===== config.mk =====
export PLATFORM = sky130hd
export DESIGN_NAME = fila_circular
export DESIGN_NICKNAME = d
export VERILOG_FILES = /design/src/rtl/fila_pkg.sv /design/src/rtl/fila_ptr.sv /design/src/rtl/fila_circular.sv
export SDC_FILE = /design/constraint.sdc
export NUM_CORES = 1
export LEC_CHECK = 0
export BUFFER_PORTS_ARGS = -buffer_cell sky130_fd_sc_hd__clkbuf_2
export CAP_MARGIN = 20
export CORE_MARGIN = 2
export CORE_UTILIZATION = 60
export CTS_CLUSTER_SIZE = 16
export DETAILED_ROUTE_END_ITERATION = 8
export PLACE_DENSITY = 0.83
export SYNTH_ARGS = -nofsm -noshare
export SYNTH_HDL_FRONTEND = slang
export SYNTH_HIERARCHICAL = 1
export SYNTH_SLANG_ARGS = --single-unit

===== constraint.sdc =====
create_clock -name clk_10KHz -period 8.2 [get_ports clk_10KHz]
set_clock_uncertainty 0.15 [all_clocks]
set_input_delay 0.82 -clock clk_10KHz [delete_from_list [all_inputs] [get_ports clk_10KHz]]
set_output_delay 0.82 -clock clk_10KHz [all_outputs]
set_load 0.01 [all_outputs]

===== src/rtl/fila_pkg.sv =====
// Shared defaults and the pointer-width helper for the fila_circular queue.
package fila_pkg;

    localparam int FILA_DATA_W = 8;
    localparam int FILA_DEPTH  = 8;

    // Width of a head/tail pointer that indexes 0..depth-1 (never zero bits).
    function automatic int ptr_w(input int depth);
        return (depth > 2) ? $clog2(depth) : 1;
    endfunction

endpackage


===== src/rtl/fila_ptr.sv =====
// Registered queue pointer: advances by one on adv_in and wraps DEPTH-1 -> 0.
module fila_ptr
    import fila_pkg::*;
#(
    parameter int DEPTH = FILA_DEPTH,
    parameter int PTR_W = ptr_w(DEPTH)
) (
    input  logic             clk,
    input  logic             reset,
    input  logic             adv_in,
    output logic [PTR_W-1:0] ptr_out
);

    localparam logic [PTR_W-1:0] LAST = PTR_W'(DEPTH - 1);

    logic [PTR_W-1:0] ptr_d;
    logic [PTR_W-1:0] ptr_q;

    always_comb begin
        ptr_d = ptr_q;
        if (adv_in) begin
            ptr_d = (ptr_q == LAST) ? '0 : ptr_q + PTR_W'(1);
        end
    end

    always_ff @(posedge clk) begin
        if (reset) begin
            ptr_q <= '0;
        end else begin
            ptr_q <= ptr_d;
        end
    end

    assign ptr_out = ptr_q;

endmodule


===== src/rtl/fila_circular.sv =====
// Circular FIFO with registered read data and sticky error flags.
// Define FILA_CIRCULAR_ERR_EN to build the overflow/underflow flag logic.
module fila_circular
    import fila_pkg::*;
#(
    parameter int DATA_W    = FILA_DATA_W,
    parameter int DEPTH     = FILA_DEPTH,
    parameter int AFULL_LVL = DEPTH - 1
) (
    input  logic                       clk_10KHz,
    input  logic                       reset,
    input  logic [DATA_W-1:0]          data_in,
    input  logic                       enqueue_in,
    input  logic                       dequeue_in,
    output logic [DATA_W-1:0]          data_out,
    output logic                       data_valid,
    output logic [$clog2(DEPTH+1)-1:0] len_out,
    output logic                       full,
    output logic                       empty,
    output logic                       almost_full,
    output logic                       overflow,
    output logic                       underflow
);

    localparam int PTR_W = ptr_w(DEPTH);
    localparam int LEN_W = $clog2(DEPTH + 1);
    localparam logic [LEN_W-1:0] DEPTH_L = LEN_W'(DEPTH);
    localparam logic [LEN_W-1:0] AFULL_L = LEN_W'(AFULL_LVL);

    logic [DATA_W-1:0] mem_d [DEPTH];
    logic [DATA_W-1:0] mem_q [DEPTH];
    logic [LEN_W-1:0]  len_d, len_q;
    logic [DATA_W-1:0] data_out_d, data_out_q;
    logic              data_valid_d, data_valid_q;
    logic [PTR_W-1:0]  head_ptr, tail_ptr;
    logic              enq_acc, deq_acc;

    // Handshake: a request is taken on the rising edge where its *_acc term is
    // high; a dequeue needs a stored entry, an enqueue needs room or a
    // same-edge dequeue. An empty queue never forwards data_in to data_out.
    assign deq_acc = dequeue_in && (len_q != '0);
    assign enq_acc = enqueue_in && ((len_q != DEPTH_L) || deq_acc);

    fila_ptr #(.DEPTH(DEPTH), .PTR_W(PTR_W)) u_head_ptr (
        .clk     (clk_10KHz),
        .reset   (reset),
        .adv_in  (deq_acc),
        .ptr_out (head_ptr)
    );

    fila_ptr #(.DEPTH(DEPTH), .PTR_W(PTR_W)) u_tail_ptr (
        .clk     (clk_10KHz),
        .reset   (reset),
        .adv_in  (enq_acc),
        .ptr_out (tail_ptr)
    );

    always_comb begin
        mem_d = mem_q;
        if (enq_acc) begin
            mem_d[tail_ptr] = data_in;
        end
    end

    always_comb begin
        len_d        = len_q;
        data_out_d   = data_out_q;
        data_valid_d = deq_acc;
        if (enq_acc && !deq_acc) begin
            len_d = len_q + LEN_W'(1);
        end else if (deq_acc && !enq_acc) begin
            len_d = len_q - LEN_W'(1);
        end
        if (deq_acc) begin
            data_out_d = mem_q[head_ptr];
        end
    end

    // Storage is not reset; only entries between head and tail are ever read.
    always_ff @(posedge clk_10KHz) begin
        mem_q <= mem_d;
    end

    always_ff @(posedge clk_10KHz) begin
        if (reset) begin
            len_q        <= '0;
            data_out_q   <= '0;
            data_valid_q <= 1'b0;
        end else begin
            len_q        <= len_d;
            data_out_q   <= data_out_d;
            data_valid_q <= data_valid_d;
        end
    end

`ifdef FILA_CIRCULAR_ERR_EN
    logic overflow_d, overflow_q;
    logic underflow_d, underflow_q;

    // A dequeue on an empty queue that is paired with an enqueue is not an error.
    always_comb begin
        overflow_d  = overflow_q  || (enqueue_in && !enq_acc);
        underflow_d = underflow_q || (dequeue_in && !deq_acc && !enq_acc);
    end

    always_ff @(posedge clk_10KHz) begin
        if (reset) begin
            overflow_q  <= 1'b0;
            underflow_q <= 1'b0;
        end else begin
            overflow_q  <= overflow_d;
            underflow_q <= underflow_d;
        end
    end

    assign overflow  = overflow_q;
    assign underflow = underflow_q;
`else
    assign overflow  = 1'b0;
    assign underflow = 1'b0;
`endif

    assign data_out    = data_out_q;
    assign data_valid  = data_valid_q;
    assign len_out     = len_q;
    assign full        = (len_q == DEPTH_L);
    assign empty       = (len_q == '0);
    assign almost_full = (len_q >= AFULL_L);

endmodule


== Yosys cells after proc, flatten, opt, wreduce, memory -nomap -nowiden ==
Index checks and enable logic that the tools add are counted.
Operators by class
  eq/ne operators: 4
  muxes and demuxes: 10
  bitwise operators: 2
  order comparisons: 4
  reductions and logical operators: 11
  $add $sub $neg: 4
Operator list (number)
  64-bit bitwise mux: 1
  8-bit binary-select mux with 3-bit select: 1
  8-bit demux with 3-bit select: 1
  8-bit 2-to-1 mux: 3
  4-bit greater-or-equal comparator, second input constant: 2
  4-bit 2-to-1 mux: 2
  3-bit inverter with 4-bit output: 2
  3-bit by 1-bit adder with 3-bit output, second input constant: 2
  3-bit equality test, second input constant: 2
  3-bit 2-to-1 mux: 2
  1-bit logical AND: 5
  4-bit by 1-bit adder with 4-bit output, second input constant: 1
  4-bit equality test, second input constant: 1
  4-bit by 3-bit greater-or-equal comparator with 1-bit output, second input constant: 1
  4-bit logical NOT: 1
  4-bit by 1-bit less-than comparator with 1-bit output, second input constant: 1
  4-bit != test, second input constant: 1
  4-bit nonzero test: 1
  4-bit by 1-bit subtractor with 4-bit output, second input constant: 1
  1-bit logical NOT: 2
  2-bit nonzero test: 1
  1-bit logical OR: 1
Storage, ports and cells
  input bits: 12
  flip-flop bits (word level): 83

== Longest topological paths before layout ==
  depth after elaboration: 8
  depth in mapped cells: 9

== Modules after synthesis ==
The synthesis kept the hierarchy.
By module, submodules not included
  fila_circular: instances 1, area each 3052.9 um2, seq. area each 2182.1 um2, cells an instance 172
  fila_ptr: instances 2, area each 141.4 um2, seq. area each 60.1 um2, cells an instance 13

== Worst setup path after synthesis ==
No wires, ideal clock.
  path kind: register -> register
  start: register len_q[0] (netlist: len_out[0])
  end: register len_q[3] (netlist: len_out[3])
  buffers on the path: 0
  library setup time: 0.121 ns
  period minus slack after synthesis: 2.927 ns
  setup slack: 5.273 ns
  stages on the path, launching flop included: 10
  data required time: 7.929 ns
  data arrival time: 2.656 ns
  path through: dfxtp_1 > or4b_2 > o21a_4 > ha_1 > inv_1 > ha_1 > a21oi_1 > a211oi_1 > a31oi_1 > mux2_2
On the way
  cells in the longest elaborated chain, start to end: 7
RTL lines
  start: declaration: line fila_circular.sv:32  | logic [LEN_W-1:0] len_d, len_q;
  start signal: assignment: line fila_circular.sv:90  | len_q <= len_d;
  4-bit nonzero test: line fila_circular.sv:41  | assign deq_acc = dequeue_in && (len_q != '0);
  1-bit logical AND: line fila_circular.sv:41
  1-bit logical OR *: line fila_circular.sv:42  | assign enq_acc = enqueue_in && ((len_q != DEPTH_L) || deq_acc);
  1-bit logical AND *: line fila_circular.sv:42
  via enq_acc: line fila_circular.sv:36  | logic enq_acc, deq_acc;
  1-bit logical NOT: line fila_circular.sv:71  | end else if (deq_acc && !enq_acc) begin
  1-bit logical AND: line fila_circular.sv:71
  2-bit nonzero test (no source line)
The timed path passes the listed nets; every way through them passes the cells marked *. The select of a mux whose other input is x is not followed.
A chain may end at the register's enable or synchronous reset.

== Worst setup path after layout ==
Same ends and word-level chain as after synthesis.

==> flow_summary.yaml <==
outcome:
  status: "finished clean"
yosys:
  ys_types: 38
  syn_area_per_cell_um2: 16.85
  synth-edff-count: 64
  ys_ff_latch: 83
  yosys_warnings: 6
  synth_area_um2: 3336
  ys_seq_area_share_pct: 69.02
  synth_flop_cell: "edfxtp_1"
  syn_inst: 198
  ys_async_sr_fraction_pct: 0
clocking:
  clk_pin_slew_ps: 90
  cts.sinks: 83
  ctsHoldBuffers: 0
  cts_resized: 0
  cts_buffers: 9
  postCtsSetupBuffers: 0
  cts.htree.levels: 3
  cts_tree: "built"
  root_buffer: "clkbuf_8"
  cts_buffer_depth: 2
  clock_latency_ps: 350
timing:
  fin_crit_ps: 3055
  post-route-period-util_pct: 37.26
  setup_violations: 0
  hold_viol_final: 0
  worst_pin_slew_ps: 937.9
  worst_slack_ps: 5145
  setup_tns_ps: 0
  rsz0062_at_grt: "no"
  relSlewSlack_pct: 37.24
  max_freq_mhz: 327.3
  finalMaxSlewViolations: 0
cells_and_area:
  drive_gt1_share_pct: 32.34
  final_cell_mix: "edfxtp_1, clkbuf_2, nor2_1, dfxtp_1, mux4_2"
  synthToLayoutAreaGrowth_pct: 11.67
  fin_nets: 250
  final_common_cell: "edfxtp_1"
  num_antenna_cells: 0
power:
  peakVddDrop_uv: 160.1
  p_per_area_nw_per_um2: 284.3
  cellLeakagePower_nw: 1.305
drt:
  viasPerCell: 5.788
  drc: 0
  avgRoutedWirePerCell_um: 18.79
  ant_nets: 0
  routed_wirelength_um: 5767
  vias: 1777
  dr.pass1.iters: 4
  drt_iter0_drc: 175
critical_path:
  required_ps: 8290
  r2r-start: "len_out[0]"
  r2r-end: "len_out[3]"
  path_class: "reg2reg"
  crit_chain: "or4b_2 > o21a_4 > ha_1 > inv_1 > ha_1 > a21oi_1 > a211oi_1 > a31oi_1 > mux2_2"
  critPathMaxFanout: 8
  cp_common_cell: "ha_1"
  r2r_slack_ps: 5140
  end_kind: "flop"
  cpPeakStageDelay_ps: 720
  crit_slowest_cell: "or4b_2"
  reg2reg_depth: 9
  crit_path_start_kind: "flop"
  arrival_ps: 3150
flow_run:
  drv_cap: 0
hold_path:
  hold_depth: 2
  min_from: "data_out[7]"
  hp-class: "reg2reg"
  min_delay_worst_endpoint: "data_out[7]"
floorplanning:
  fp.dieArea_um2: 6172
  pin_count: 30
  die_w_um: 78.56
  coreArea_um2: 5439
  rows: 27
  die_h_um: 78.56
  start_util_pct: 61.33
global_route:
  grtUsageTotal_pct: 20.44
  grt_max_degree: 21
  antenna_found_initial: 0
  grt_pass1_vias: 1709
  overflow: 0
  grt_pass1_wl_um: 8990
placement:
  port_buffers: 27
  place_congestion: 0.7186
  dp_slack_ps: 5157
  dp_hpwl_um: 3567
## where the power goes
part           internal (W)  switching (W)  leakage [nW]
Sequential         0.000492      0.0000279         0.738
Clock              0.000122       0.000166         0.103
Combinational      0.000119       0.000134         0.465
## flip-flops by register name, indices dropped and copies added, names as in the netlist
| name | cells |
|---|---|
| u_tail_ptr/ptr_out | 3 |
| data_out | 8 |
| mem_q | 64 |
| data_valid | 1 |
| len_out | 4 |
| u_head_ptr/ptr_out | 3 |
## layout make-up
cell class                 count  area (um^2)
tap                           72        90.09
clock inverter                 7        76.32
multi-input combinational    103        963.4
sequential                    83         2302
fill                         373         1714
inverter                       3        11.26
clock buffer                   9        123.9
timing repair buffer          30        157.7
## synth_stat cells, types with 2 or more instances
library cell,n,area [um^2]
edfxtp_1,64,1922
nor2_1,23,86.33
dfxtp_1,19,380.4
mux4_2,16,360.4
nor3_1,8,40.04
o22ai_1,8,50.05
ha_1,7,87.58
nand2b_1,7,43.79
a21oi_1,4,20.02
buf_4,4,30.03
mux2i_1,3,30.03
a21oi_2,2,17.52
buf_1,2,7.510
buf_2,2,10.01
inv_1,2,7.510
nand2b_2,2,17.52
nand3b_1,2,15.01
nor3_2,2,20.02
or3b_1,2,17.52
## how the worst max path moves through the flow
stage | start | end | slack, ps | cells after the start
after detailed placement | len_out[0] | len_out[3] | 5160 | 9
after global routing | len_out[0] | len_out[3] | 5000 | 9
after CTS | len_out[0] | len_out[3] | 5130 | 9
after floorplan | len_out[0] | len_out[3] | 5270 | 9
final | len_out[0] | len_out[3] | 5140 | 9
after global placement | len_out[0] | len_out[3] | 5220 | 9
## worst max-delay path, delay by kind of cell, from the launching register on
kind | cells | cell delay [ps]
flops | 1 | 400
buf+inv | 1 | 130
compound gates | 4 | 740
fa+ha+maj | 2 | 470
mux | 1 | 340
simple gates | 1 | 720
## metal layers
| metal | share of wire [%] | track usage [%] | routed length, um |
|---|---|---|---|
| met1 | 45 | 27.97 | 2594 |
| met2 | 50 | 31.97 | 2869 |
| met3 | 3.8 | 3.793 | 220 |
| met4 | 1.4 | 10.00 | 82 |
| met5 | 0 | 0 | 0 |
## per-stage QoR
step           utilization [%]  power (W)  hold slack [ps]  cells  instance area (um^2)
2_1_floorplan                -  0.0007169            325.1    199                  3339
4_1_cts                  68.48   0.001067            348.3    307                  3725
6_report                 68.48   0.001059            347.4    307                  3725
3_5_place_dp             64.80  0.0007830            331.4    291                  3525
5_1_grt                  68.48   0.001115            377.0    307                  3725
3_3_place_gp             64.80  0.0007745            330.7    291                  3525
## cell families after synthesis
logic type               Yosys count  synth area share (%)
flip-flops                        83                 69.02
other                              1                0.1124
adder cells (fa/ha/maj)            8                 3.226
AND/OR/NAND/NOR                   53                 9.115
buffers and inverters             13                 2.213
XOR/XNOR                           2                0.5252
AO/OA/AOI/OAI                     18                 3.751
multiplexers                      20                 12.04
No activity file was read; power rests on OpenSTA's default activity.
